===== src/rtl/clock_ratio_gen_if.sv =====
// clock_ratio_gen_if: configuration request/ready handshake selecting a channel and its new divisor.
interface clock_ratio_gen_if #(
  parameter int NUM_CH    = 4,
  parameter int DIV_WIDTH = 8
);
  localparam int CH_W = NUM_CH > 1 ? $clog2(NUM_CH) : 1;
  logic                 cfg_valid;
  logic                 cfg_ready;
  logic [CH_W-1:0]      cfg_channel;
  logic [DIV_WIDTH-1:0] cfg_divisor;
  modport master (output cfg_valid, cfg_channel, cfg_divisor, input cfg_ready);
  modport slave  (input cfg_valid, cfg_channel, cfg_divisor, output cfg_ready);
endinterface


===== src/rtl/clock_ratio_gen.sv =====
// clock_ratio_gen: NUM_CH programmable clock-enable/square-wave dividers with glitch-free ratio updates.
// Define CLOCK_RATIO_GEN_LOCK_EN to report lock after LOCK_CYCLES pulses at a stable ratio.
module clock_ratio_gen #(
  parameter int NUM_CH      = 4,
  parameter int DIV_WIDTH   = 8,
  parameter int DEFAULT_DIV = 1,
  parameter int LOCK_CYCLES = 4
) (
  input  logic              base_clock,
  input  logic              reset_n,
  clock_ratio_gen_if.slave  cfg,
  output logic [NUM_CH-1:0] ce_out,
  output logic [NUM_CH-1:0] clk_out,
  output logic [NUM_CH-1:0] busy,
  output logic [NUM_CH-1:0] locked
);
  logic [NUM_CH-1:0][DIV_WIDTH-1:0] div_q, div_d, cnt_q, cnt_d, pdiv_q, pdiv_d;
  logic [NUM_CH-1:0] pend_q, pend_d, ce_q, ce_d, clk_q, clk_d, lck_q, lck_d, tc, app, acc;
  logic in_rng;
`ifdef CLOCK_RATIO_GEN_LOCK_EN
  localparam int LW = $clog2(LOCK_CYCLES + 1);
  logic [NUM_CH-1:0][LW-1:0] lk_q, lk_d;
`endif
  assign in_rng        = int'(cfg.cfg_channel) < NUM_CH;
  assign cfg.cfg_ready = in_rng ? ~pend_q[cfg.cfg_channel] : 1'b1;
  assign ce_out        = ce_q;
  assign clk_out       = clk_q;
  assign busy          = pend_q;
  assign locked        = lck_q;
  // A pending divisor is applied only when disabled or at terminal count, so no period is ever cut short
  always_comb begin
    for (int i = 0; i < NUM_CH; i++) begin
      tc[i]     = div_q[i] != '0 && cnt_q[i] == div_q[i] - DIV_WIDTH'(1);
      app[i]    = pend_q[i] && (div_q[i] == '0 || tc[i]);
      acc[i]    = cfg.cfg_valid && cfg.cfg_ready && in_rng && int'(cfg.cfg_channel) == i;
      div_d[i]  = app[i] ? pdiv_q[i] : div_q[i];
      cnt_d[i]  = (app[i] || tc[i] || div_q[i] == '0) ? '0 : cnt_q[i] + DIV_WIDTH'(1);
      pend_d[i] = acc[i] | (pend_q[i] & ~app[i]);
      pdiv_d[i] = acc[i] ? cfg.cfg_divisor : pdiv_q[i];
      ce_d[i]   = tc[i];
      clk_d[i]  = (div_q[i] == '0 || (app[i] && pdiv_q[i] == '0)) ? 1'b0 : clk_q[i] ^ tc[i];
`ifdef CLOCK_RATIO_GEN_LOCK_EN
      lk_d[i]   = (app[i] || div_q[i] == '0) ? '0 :
                  (tc[i] && lk_q[i] != LW'(LOCK_CYCLES)) ? lk_q[i] + LW'(1) : lk_q[i];
      lck_d[i]  = lk_d[i] == LW'(LOCK_CYCLES);
`else
      lck_d[i]  = div_d[i] != '0;
`endif
    end
  end
  always_ff @(posedge base_clock or negedge reset_n)
    if (!reset_n) begin
      div_q  <= {NUM_CH{DIV_WIDTH'(DEFAULT_DIV)}};
      cnt_q  <= '0;
      pdiv_q <= '0;
      pend_q <= '0;
      ce_q   <= '0;
      clk_q  <= '0;
      lck_q  <= '0;
`ifdef CLOCK_RATIO_GEN_LOCK_EN
      lk_q   <= '0;
`endif
    end else begin
      div_q  <= div_d;
      cnt_q  <= cnt_d;
      pdiv_q <= pdiv_d;
      pend_q <= pend_d;
      ce_q   <= ce_d;
      clk_q  <= clk_d;
      lck_q  <= lck_d;
`ifdef CLOCK_RATIO_GEN_LOCK_EN
      lk_q   <= lk_d;
`endif
    end
endmodule

===== src/flat_wrapper.sv =====
// flat-port wrapper written by rule: the top's interface ports become plain ports
module clock_ratio_gen_flat 
#(
  parameter int NUM_CH      = 4,
  parameter int DIV_WIDTH   = 8,
  parameter int DEFAULT_DIV = 1,
  parameter int LOCK_CYCLES = 4
)
  (base_clock, reset_n, ce_out, clk_out, busy, locked, cfg_cfg_valid, cfg_cfg_channel, cfg_cfg_divisor, cfg_cfg_ready);
  clock_ratio_gen_if #(.NUM_CH(NUM_CH), .DIV_WIDTH(DIV_WIDTH)) cfg_i ();
  input  logic base_clock;
  input  logic reset_n;
  output logic [NUM_CH-1:0] ce_out;
  output logic [NUM_CH-1:0] clk_out;
  output logic [NUM_CH-1:0] busy;
  output logic [NUM_CH-1:0] locked;
  input wire logic [$bits(cfg_i.cfg_valid)-1:0] cfg_cfg_valid;
  input wire logic [$bits(cfg_i.cfg_channel)-1:0] cfg_cfg_channel;
  input wire logic [$bits(cfg_i.cfg_divisor)-1:0] cfg_cfg_divisor;
  output wire logic [$bits(cfg_i.cfg_ready)-1:0] cfg_cfg_ready;
  assign cfg_i.cfg_valid = cfg_cfg_valid;
  assign cfg_i.cfg_channel = cfg_cfg_channel;
  assign cfg_i.cfg_divisor = cfg_cfg_divisor;
  assign cfg_cfg_ready = cfg_i.cfg_ready;
  clock_ratio_gen #(.NUM_CH(NUM_CH), .DIV_WIDTH(DIV_WIDTH), .DEFAULT_DIV(DEFAULT_DIV), .LOCK_CYCLES(LOCK_CYCLES)) u_core (.base_clock(base_clock), .reset_n(reset_n), .cfg(cfg_i), .ce_out(ce_out), .clk_out(clk_out), .busy(busy), .locked(locked));
endmodule

===== config.mk =====
export PLATFORM = sky130hd
export DESIGN_NAME = clock_ratio_gen_flat
export DESIGN_NICKNAME = d
export VERILOG_FILES = /design/src/rtl/clock_ratio_gen_if.sv /design/src/rtl/clock_ratio_gen.sv /design/src/flat_wrapper.sv
export SDC_FILE = /design/constraint.sdc
export NUM_CORES = 1
export LEC_CHECK = 0
export ABC_AREA = 1
export CAP_MARGIN = 30
export CORE_ASPECT_RATIO = 1.4
export CORE_MARGIN = 4
export CORE_UTILIZATION = 30
export DETAILED_ROUTE_END_ITERATION = 7
export GPL_TIMING_DRIVEN = 0
export PLACE_DENSITY_LB_ADDON = 0.12
export SLEW_MARGIN = 20
export SYNTH_ARGS = -nofsm -noshare
export SYNTH_HDL_FRONTEND = slang
export SYNTH_SLANG_ARGS = --single-unit

===== constraint.sdc =====
create_clock -name base_clock -period 2.03 [get_ports base_clock]
set_input_delay 0.406 -clock base_clock [delete_from_list [all_inputs] [get_ports base_clock]]
set_output_delay 0.406 -clock base_clock [all_outputs]
set_load 0.005 [all_outputs]

==> parameters.txt <==
Parameter                              Value

Critical path
  Critical path, cell by cell ... inv_4, ha_4, inv_2, nand2_2, nand2_2, nor2_4, nand2_1, nor2_2, nand3_2, o21ai_4, buf_6, nand3_1, nand2_1, nand2_1, nor2_1, nand2_1
  Kind of start point of the critical path ... register
  Cell with the most instances on the worst path ... sky130_fd_sc_hd__nand2_1
  Arrival time of the worst setup path ... 2550 ps
  Critical Path Start ... u_core.div_q[24]$_DFF_PN1_
  Biggest cell delay along the critical path ... 560 ps
  Critical path capture point type ... register
  Crit Path Max Fanout ... 7
  Source of the worst register-to-register timing path ... u_core.div_q[24]$_DFF_PN1_
  Classification of the worst setup path ... reg2reg
  Delay-heaviest family, CP ... simple AND/OR/NAND/NOR gates
  Number of buffer and inverter stages on the critical path ... 3
  Worst path slowest cell ... sky130_fd_sc_hd__dfstp_2
  Worst endpoint required time ... 2270 ps

Timing
  Slew Limit Fails ... 0
  Setup TNS after final layout ... -4200 ps
  Worst clock skew on the final layout ... 11.9 ps
  Worst-case setup margin in the final layout ... -282 ps
  Remaining max-slew budget at the tightest pin ... 59.6%
  Slew @ Worst Pin ... 601 ps
  Number of failing setup endpoints in the final timing report ... 54
  Worst slack on hold paths ... 486 ps
  Final worst-path cycle share ... 114%
  RSZ-0062 raised after global routing ... true
  Highest achievable clock rate ... 433 MHz
  Post-route minimum period ... 2310 ps
  Final Hold Viols ... 0

Yosys
  Synth area leader ... sky130_fd_sc_hd__dfrtp_1
  Synthesis-stage register bit count ... 112
  Post-synthesis sequential area ratio ... 45.5%
  Share of Yosys cell area claimed by the top area cell type ... 43.8%
  Cell types with the largest area share after synthesis ... sky130_fd_sc_hd__dfrtp_1 44%, sky130_fd_sc_hd__nand2_1 16%, sky130_fd_sc_hd__inv_1 9.1%
  Syn nets ... 864
  Mean area per synthesized cell ... 7.36 um2
  Count of different cell masters after synthesis ... 32
  Summed instance area of the synthesized netlist ... 6170 um2
  Synth Warn # ... 0
  Number of cells produced by synthesis ... 839

Finish
  Number of diodes added for antenna fixing ... 0
  Net total in the final layout ... 940
  Final design instance area without fill ... 8160 um2
  Final std cells w/o fill ... 1172
  Core Util, Final ... 40.6%
  Share of cells above drive strength 1 ... 25.9%
  Post-synthesis to final-layout area growth ... 32.2%

Floorplan
  Core outline area ... 20100 um2
  Vertical die dimension ... 178 um
  Die width ... 129 um
  I/O pin cnt ... 30
  Number of placement rows ... 61
  Die Outline Area ... 23000 um2
  Starting density of the core ... 30.8%

Drt
  Vias per std cell ... 4.49
  Post-detailed-route DRC marker count ... 0
  Number of vias in the routed layout ... 5266
  Detailed Route Iter0 Violations ... 183
  Number of detailed-routing iterations run before antenna repair ... 4
  Drt wl/cell ... 13.3 um
  Antenna-violating nets left ... 0
  Drt total wl ... 15500 um

GRT
  Number of antenna violations at the first check in global routing ... 0
  Gr usage total ... 14.2%
  Via count of the first global-routing pass ... 5359
  Wire length of the first global-routing pass ... 26000 um
  Pin count of the biggest net entering global routing ... 64
  Final global-route overflow total ... 0

Status
  Violated checks ... negative setup slack
  Status ... finished with violations

Clock network
  Clock latency on the worst-skew pair ... 360 ps
  Clock Tree Root ... sky130_fd_sc_hd__clkbuf_16
  Clock Sinks ... 112
  Number of buffers added by the clock tree synthesis step ... 9
  Clock-pin transition on the worst setup and hold timing paths ... 70 ps
  CTS tree ... yes
  Max clock buf depth ... 2
  Number of H-tree branching levels ... 3

Place
  Post-Place Cell Area ... 6870 um2
  Port buffer count ... 29
  RD Place Congestion ... 0.817
  Detailed Place HPWL ... 11300 um
  Post-Place Cells ... 1121

Power
  Leakage power summed over all cells ... 4.05 nW
  Areal power density over the cells ... 1580 nW/um2
  Maximum vdd drop ... 0.610 mV

Min path
  Type of the worst min-delay path ... reg2reg
  Min-delay src ... u_core.pdiv_q[17]$_DFFE_PN0P_

Job
  Max-capacitance violation count ... 0
-- metal layers --
layer | track usage, % | share of wire [%] | vias to the layer above
met5 | 0 | 0 | -
met4 | 5.74 | 2.1 | 0
met3 | 1.84 | 1.6 | 19
met2 | 25.3 | 52 | 42
met1 | 17.2 | 44 | 2462
li1 | - | - | 2743
-- registers in the layout, summed over array words and instances, names as in the netlist --
register / cells
u_core.clk_out: 4
u_core.ce_out: 4
u_core.pdiv_q: 32
u_core.locked: 4
u_core.cnt_q: 32
u_core.div_q: 32
u_core.busy: 4
-- area by class of cell --
class	instances	area, um2
sequential	112	2810
inverter	155	592
multi-input combinational	562	3400
buffer	12	106
timing repair buffer	63	667
fill	2100	11900
clock inverter	5	32.5
clock buffer	11	243
tap	252	315
-- synthesized netlist by cell type --
master and number:
sky130_fd_sc_hd__nand3_2 2, sky130_fd_sc_hd__o21ai_0 44, sky130_fd_sc_hd__buf_6 1, sky130_fd_sc_hd__inv_1 150
sky130_fd_sc_hd__a21oi_1 9, sky130_fd_sc_hd__a31o_2 1, sky130_fd_sc_hd__o22ai_1 2, sky130_fd_sc_hd__nand4_1 10
sky130_fd_sc_hd__a211oi_1 1, sky130_fd_sc_hd__buf_4 3, sky130_fd_sc_hd__nor3_1 15, sky130_fd_sc_hd__o221ai_1 1
sky130_fd_sc_hd__clkinv_1 2, sky130_fd_sc_hd__xnor2_1 8, sky130_fd_sc_hd__dfrtp_1 108, sky130_fd_sc_hd__buf_2 4
sky130_fd_sc_hd__o21a_1 1, sky130_fd_sc_hd__inv_2 3, sky130_fd_sc_hd__and3_1 4, sky130_fd_sc_hd__nand3_1 50
sky130_fd_sc_hd__nor2_2 4, sky130_fd_sc_hd__nor2_1 80, sky130_fd_sc_hd__nand2_2 6, sky130_fd_sc_hd__nand3b_1 14
sky130_fd_sc_hd__nand2_1 256, sky130_fd_sc_hd__xor2_1 19, sky130_fd_sc_hd__ha_1 12, sky130_fd_sc_hd__nor3b_1 12
sky130_fd_sc_hd__o21ai_4 1, sky130_fd_sc_hd__dfstp_2 4, sky130_fd_sc_hd__nor4_1 8, sky130_fd_sc_hd__clkbuf_1 4
-- worst reg2reg max path: cells and delay by family, from the launching register on --
| kind | cells | cell delay, ps |
|---|---|---|
| compound gates | 1 | 290 |
| simple gates | 11 | 850 |
| flops | 1 | 560 |
| buf+inv | 3 | 250 |
| fa+ha+maj | 1 | 250 |
-- power by group --
group / switching (mW) / leakage, nW / internal (mW)
registers: 0.914 / 1.37 / 3.26
clock network: 0.858 / 0.128 / 0.865
logic: 3.97 / 2.56 / 3.03
-- kinds of logic (layout without fill, tap and decap cells) --
family,after synthesis,count (layout),share of synthesized area [%]
DFF,112,112,45.5
and+or+nand+nor,461,463,32.4
AOI/OAI and AO/OA,60,60,5.29
adders and majority gates,12,12,2.43
buffers and inverters,167,246,10.5
xor gates and xnor gates,27,27,3.83
-- what timing repair did --
item | CTS | global route
setup endpoints to repair | 95 | 106
endpoints found under the hold margin | 2 | 0
hold buffers | 1 | 0
pin swaps | 34 | 54
buffers inserted | 28 | 7
resized for setup | 80 | 149
cloned | 2 | 1
-- cells in the final DEF (no fill, tap or decap), types with 16 or more instances in the layout --
cell / instances
sky130_fd_sc_hd__o21ai_0: 42
sky130_fd_sc_hd__buf_6: 16
sky130_fd_sc_hd__xor2_1: 18
sky130_fd_sc_hd__nand2_4: 18
sky130_fd_sc_hd__dfrtp_1: 108
sky130_fd_sc_hd__nor2_1: 56
sky130_fd_sc_hd__nand2_2: 51
sky130_fd_sc_hd__inv_1: 122
sky130_fd_sc_hd__nand3_1: 38
sky130_fd_sc_hd__nand2_1: 192
sky130_fd_sc_hd__inv_2: 27
sky130_fd_sc_hd__buf_4: 16
sky130_fd_sc_hd__clkdlybuf4s50_1: 25
sky130_fd_sc_hd__nor2_2: 20
-- through the flow --
stage,setup WS [ps],power [mW]
floorplan,-89.6,8.08
global route,-489,14.2
finish,-282,12.9
global placement,-4300,9.54
CTS,-274,12.1
detailed placement,-669,9.57
-- worst paths after layout --
check	end	slack [ps]	depth (start not counted)
worst max register to register	u_core.locked[3]$_DFF_PN0_	-280	16
worst min-delay path	u_core.pdiv_q[17]$_DFFE_PN0P_	490	2
max in group asynchronous	u_core.div_q[24]$_DFF_PN1_	740	3
worst min register to register	u_core.pdiv_q[17]$_DFFE_PN0P_	490	2
worst max-delay path	u_core.locked[3]$_DFF_PN0_	-280	16
min in group asynchronous	u_core.cnt_q[14]$_DFF_PN0_	560	2
No activity file was read; power rests on OpenSTA's default activity.
==> RTL edit 1, RTL diff (same settings) <==
`NUM_CH` is set to 4 in 3 places; all go to 8.
--- a/src/rtl/clock_ratio_gen_if.sv
+++ b/src/rtl/clock_ratio_gen_if.sv
@@ -1,6 +1,6 @@
 // clock_ratio_gen_if: configuration request/ready handshake selecting a channel and its new divisor.
 interface clock_ratio_gen_if #(
-  parameter int NUM_CH    = 4,
+  parameter int NUM_CH    = 8,
   parameter int DIV_WIDTH = 8
 );
   localparam int CH_W = NUM_CH > 1 ? $clog2(NUM_CH) : 1;
--- a/src/rtl/clock_ratio_gen.sv
+++ b/src/rtl/clock_ratio_gen.sv
@@ -1,7 +1,7 @@
 // clock_ratio_gen: NUM_CH programmable clock-enable/square-wave dividers with glitch-free ratio updates.
 // Define CLOCK_RATIO_GEN_LOCK_EN to report lock after LOCK_CYCLES pulses at a stable ratio.
 module clock_ratio_gen #(
-  parameter int NUM_CH      = 4,
+  parameter int NUM_CH      = 8,
   parameter int DIV_WIDTH   = 8,
   parameter int DEFAULT_DIV = 1,
   parameter int LOCK_CYCLES = 4
--- a/src/flat_wrapper.sv
+++ b/src/flat_wrapper.sv
@@ -1,7 +1,7 @@
 // flat-port wrapper written by rule: the top's interface ports become plain ports
 module clock_ratio_gen_flat 
 #(
-  parameter int NUM_CH      = 4,
+  parameter int NUM_CH      = 8,
   parameter int DIV_WIDTH   = 8,
   parameter int DEFAULT_DIV = 1,
   parameter int LOCK_CYCLES = 4
Interface: changed (5 resized); port bits go from 30 to 47. No check against the original RTL was run, so the function may have changed too.
==> RTL edit 1 against the original RTL <==
The run still ends with negative setup slack left; worst hold slack got worse by 74 ps; worst setup slack got worse by 34 ps; sequential cell count increased by 112; utilization increased by 0.77 points; final area increased by 110%; cell count increased by 100%; routed wire length increased by 110%; synthesized area increased by 99%; power increased by 110%.
==> RTL edit 1: results (changes against the original RTL) <==
Fraction of area in registers -> 33.6% (-0.83 points)
Pre-CTS setup slack -> -846 ps (-176 ps)
N_diodes -> 2 (+2)
Clock share of power -> 17.4% (+4.0 points)
Final non-clock buffer share -> 10.4% (+0.92 points)
Clk_lat worst skew -> 550 ps (+190 ps)
Clk buf depth -> 3 (+1)
Final worst slack -> -316 ps (-34.3 ps)
Distinct cells, synth -> 43 (+34%)
Nets@finish -> 1864 (+98%)
Total CTS buffers -> 27 (+18)
Worst min path class -> input pin to asynchronous set/reset pin
Syn_area_per_cell -> 7.44 um^2 (+1.1%)
Non-clock inverter count in the final layout -> 288 (+86%)
DRT Pass-1 Iters -> 5 (+1)
Post-synth net total -> 1688 (+95%)
Crit Path Max Fanout -> 8 (+1)
Setup crit end -> u_core.locked[4]$_DFF_PN0_
Synth Area in Compound Gates -> 5.20% (-0.092 points)
Worst-margin pin slew -> 670 ps (+69.5 ps)
Comb power -> 14200 uW (+100%)
Status -> finished, violations left
Clock-cell share -> 5.10% (+1.7 points)
Share of layout cells above drive strength 1 -> 26.4% (+0.50 points)
Number of signal-net buffers in the layout -> 168 (+120%)
WP data arrival -> 2780 ps (+230 ps)
Initial antenna violation count -> 2 (+2)
Internal -> 15400 uW (+120%)
Largest regs -> u_core.cnt_q: 64 flops, u_core.div_q: 64 flops, u_core.pdiv_q: 64 flops
Multi-input comb cells -> 1117 (+99%)
Largest net degree at the start of global routing -> 84 (+31%)
Htree depth -> 1 (-2)
Post-Synth Adder-Cell Area -> 2.45% (+0.014 points)
Routability cong. -> 0.873 (+6.9%)
Switching share of power -> 42.9% (-1.6 points)
Fillers -> 4025 (+92%)
Multi-input gate area -> 6740 um^2 (+99%)
Routed vias/inst -> 4.47 (-0.48%)
Leakage -> 0.00843 uW (+110%)
Post-synthesis xor/xnor area fraction -> 4.35% (+0.52 points)
Vias in the first global route -> 10709 (+100%)
Area after DPL -> 13500 um^2 (+97%)
Failing checks -> negative setup slack
Synth top area cells -> dfrtp_1 (44%), nand2_1 (16%), inv_1 (8.6%)
Worst vdd ir -> 710 uV (+16%)
All-Layer GR Usage -> 14.8% (+0.55 points)
GRT met1 Usage -> 18.2% (+1.0 points)
Met3 usage -> 1.86% (+0.022 points)
Final Setup Violations -> 72 (+33%)
Buffers on Ports -> 46 (+59%)
Iteration-0 DRC Markers -> 545 (+200%)
Core Footprint -> 40400 um^2 (+100%)
Synth Register Bits -> 224 (+100%)
[RTL edit 1: cell count changes after synthesis, sizes merged, moves of 8 or more]
cell | before | now
nor3 | 15 | 26
nor2 | 84 | 164
nand3b | 14 | 30
inv | 153 | 287
xor2 | 19 | 40
dfrtp | 108 | 216
ha | 12 | 24
nand2 | 262 | 525
nand3 | 52 | 115
xnor2 | 8 | 21
nor3b | 12 | 23
o21ai | 45 | 91
buf | 8 | 16
[RTL edit 1: per-stage QoR]
stage | setup TNS [ps] | util [%]
6_report | -8780 | 41.4
5_1_grt | -22470 | 41.4
4_1_cts | -6090 | 38.5
3_5_place_dp | -59310 | 33.5
3_3_place_gp | -2217750 | 33.3
2_1_floorplan | -90.6 | -
[RTL edit 1: what timing repair did]
item	in CTS	in global routing
gates resized for setup	171	284
endpoints found under the hold margin	69	0
buffers inserted	69	42
hold buffers	1	0
endpoints found under the setup margin	179	201
gates cloned	3	1
pin swaps	98	115
==> RTL edit 2, RTL diff (same settings) <==
Without the edit above. Make the reset (`reset_n`) synchronous in one clocked block.
--- a/src/rtl/clock_ratio_gen.sv
+++ b/src/rtl/clock_ratio_gen.sv
@@ -48,7 +48,7 @@
 `endif
     end
   end
-  always_ff @(posedge base_clock or negedge reset_n)
+  always_ff @(posedge base_clock)
     if (!reset_n) begin
       div_q  <= {NUM_CH{DIV_WIDTH'(DEFAULT_DIV)}};
       cnt_q  <= '0;
Behaviour: differs if reset_n is asserted again (counterexample within 4 cycles, from zero or initial values and one cycle with reset_n low); with reset_n held inactive, the same outputs for 10 cycles.
==> RTL edit 2 against the original RTL <==
The run still ends with negative setup slack left; die area shrank 9.3%; final area shrank 12%; worst hold slack worse by 12 ps; non-clock buffer count is 4 lower; clock skew shrank 5.1 ps; routed wire length fell by 3.9%; sequential cell count did not move; synthesized area decreased by 9.8%; worst setup slack better by 280 ps; count of clock-buffer cells in the layout rose by 3; synthesized cell count decreased by 3.0%; critical endpoint is now u_core.locked[3]$_SDFF_PN0_.
Power is not compared: it rests on default switching activity, and its combinational part moved more than twofold at a synthesized area within 25%.
==> RTL edit 2: results (changes against the original RTL) <==
Most common library cells after synthesis -> nand2_1 (193), dfxtp_1 (112), inv_1 (109), nor2_1 (109), nand3_1 (78)
Max frequency -> 0.491 GHz (+14%)
Status -> finished, violations left
Failing checks -> negative setup slack
Clock-cell share -> 4.46% (+1.1 points)
Post-DP HPWL -> 10800 um (-3.6%)
Final Setup Violations -> 1 (-98%)
Met3 routed WL -> 320 um (+31%)
Multi-input comb cells -> 578 (+2.8%)
Non-clock inverter count in the final layout -> 115 (-26%)
Nets@finish -> 908 (-3.4%)
Met2 WL -> 8050 um (-0.49%)
Final non-clock buffer share -> 8.47% (-1.0 points)
Distinct cells, synth -> 36 (+13%)
Number of signal-net buffers in the layout -> 71 (-5.3%)
Drt wl/cell -> 13.2 um (-0.52%)
Setup TNS -> -6.39 ps (+4190 ps)
Clock Skews -> 6.82 ps (-5.09 ps)
Post-Synth Adder-Cell Area -> 1.80% (-0.63 points)
Share of flip-flops with an asynchronous set or reset -> 0% (-100 points)
Vias in the first global route -> 4858 (-9.3%)
CP max-delay cell -> dfxtp_2
Vias -> 5105 (-3.1%)
Final worst slack -> -6.39 ps (+276 ps)
All-Layer GR Usage -> 14.5% (+0.28 points)
Crit Path Max Fanout -> 5 (-2)
[RTL edit 2: worst paths after layout]
kind | from | endpoint | slack (ps) | depth (start not counted)
setup / recovery | u_core.div_q[25]$_SDFF_PN0_ | u_core.locked[3]$_SDFF_PN0_ | -6 | 14
hold / removal | u_core.pdiv_q[26]$_SDFFE_PN0P_ | u_core.pdiv_q[26]$_SDFFE_PN0P_ | 470 | 2
setup reg to reg | u_core.div_q[25]$_SDFF_PN0_ | u_core.locked[3]$_SDFF_PN0_ | -6 | 14
hold reg to reg | u_core.pdiv_q[26]$_SDFFE_PN0P_ | u_core.pdiv_q[26]$_SDFFE_PN0P_ | 470 | 2
[RTL edit 2: cells by family after synthesis]
logic type / after synthesis
buffers and inverters: 131
adder cells (fa/ha/maj): 8
AND/OR/NAND/NOR: 432
XOR/XNOR: 34
flip-flops: 112
AO/OA/AOI/OAI: 97
[RTL edit 2: worst max-delay path: cells and delay by family (launching register included)]
family                     cells  cell delay [ps]
adders and majority gates      1              270
xor gates and xnor gates       1              150
AOI/OAI and AO/OA              2              190
and+or+nand+nor                9              900
DFF                            1              350
buffers and inverters          1               50
[RTL edit 2: where the power goes]
group          internal (uW)  total [uW]  switching, uW  leakage, uW
registers               2420        2590            169     0.000911
clock network           1090        1940            845     0.000159
logic                   1220        3020           1800      0.00202
total                   4740        7550           2820      0.00309
[RTL edit 2: through the flow]
stage / worst slack (ps) / hold slack, ps / utilization [%] / power (uW) / cell area [um^2]
after global routing: -200 / 504 / 39.6 / 8050 / 7160
after detailed placement: -521 / 452 / 34.1 / 4740 / 6160
final: -6.39 / 473 / 39.6 / 7550 / 7160
after CTS: -66.5 / 479 / 37.4 / 7090 / 6770
after floorplan: 90.5 / 430 / - / 4070 / 5570
after global placement: -554 / 446 / 34.1 / 4730 / 6160
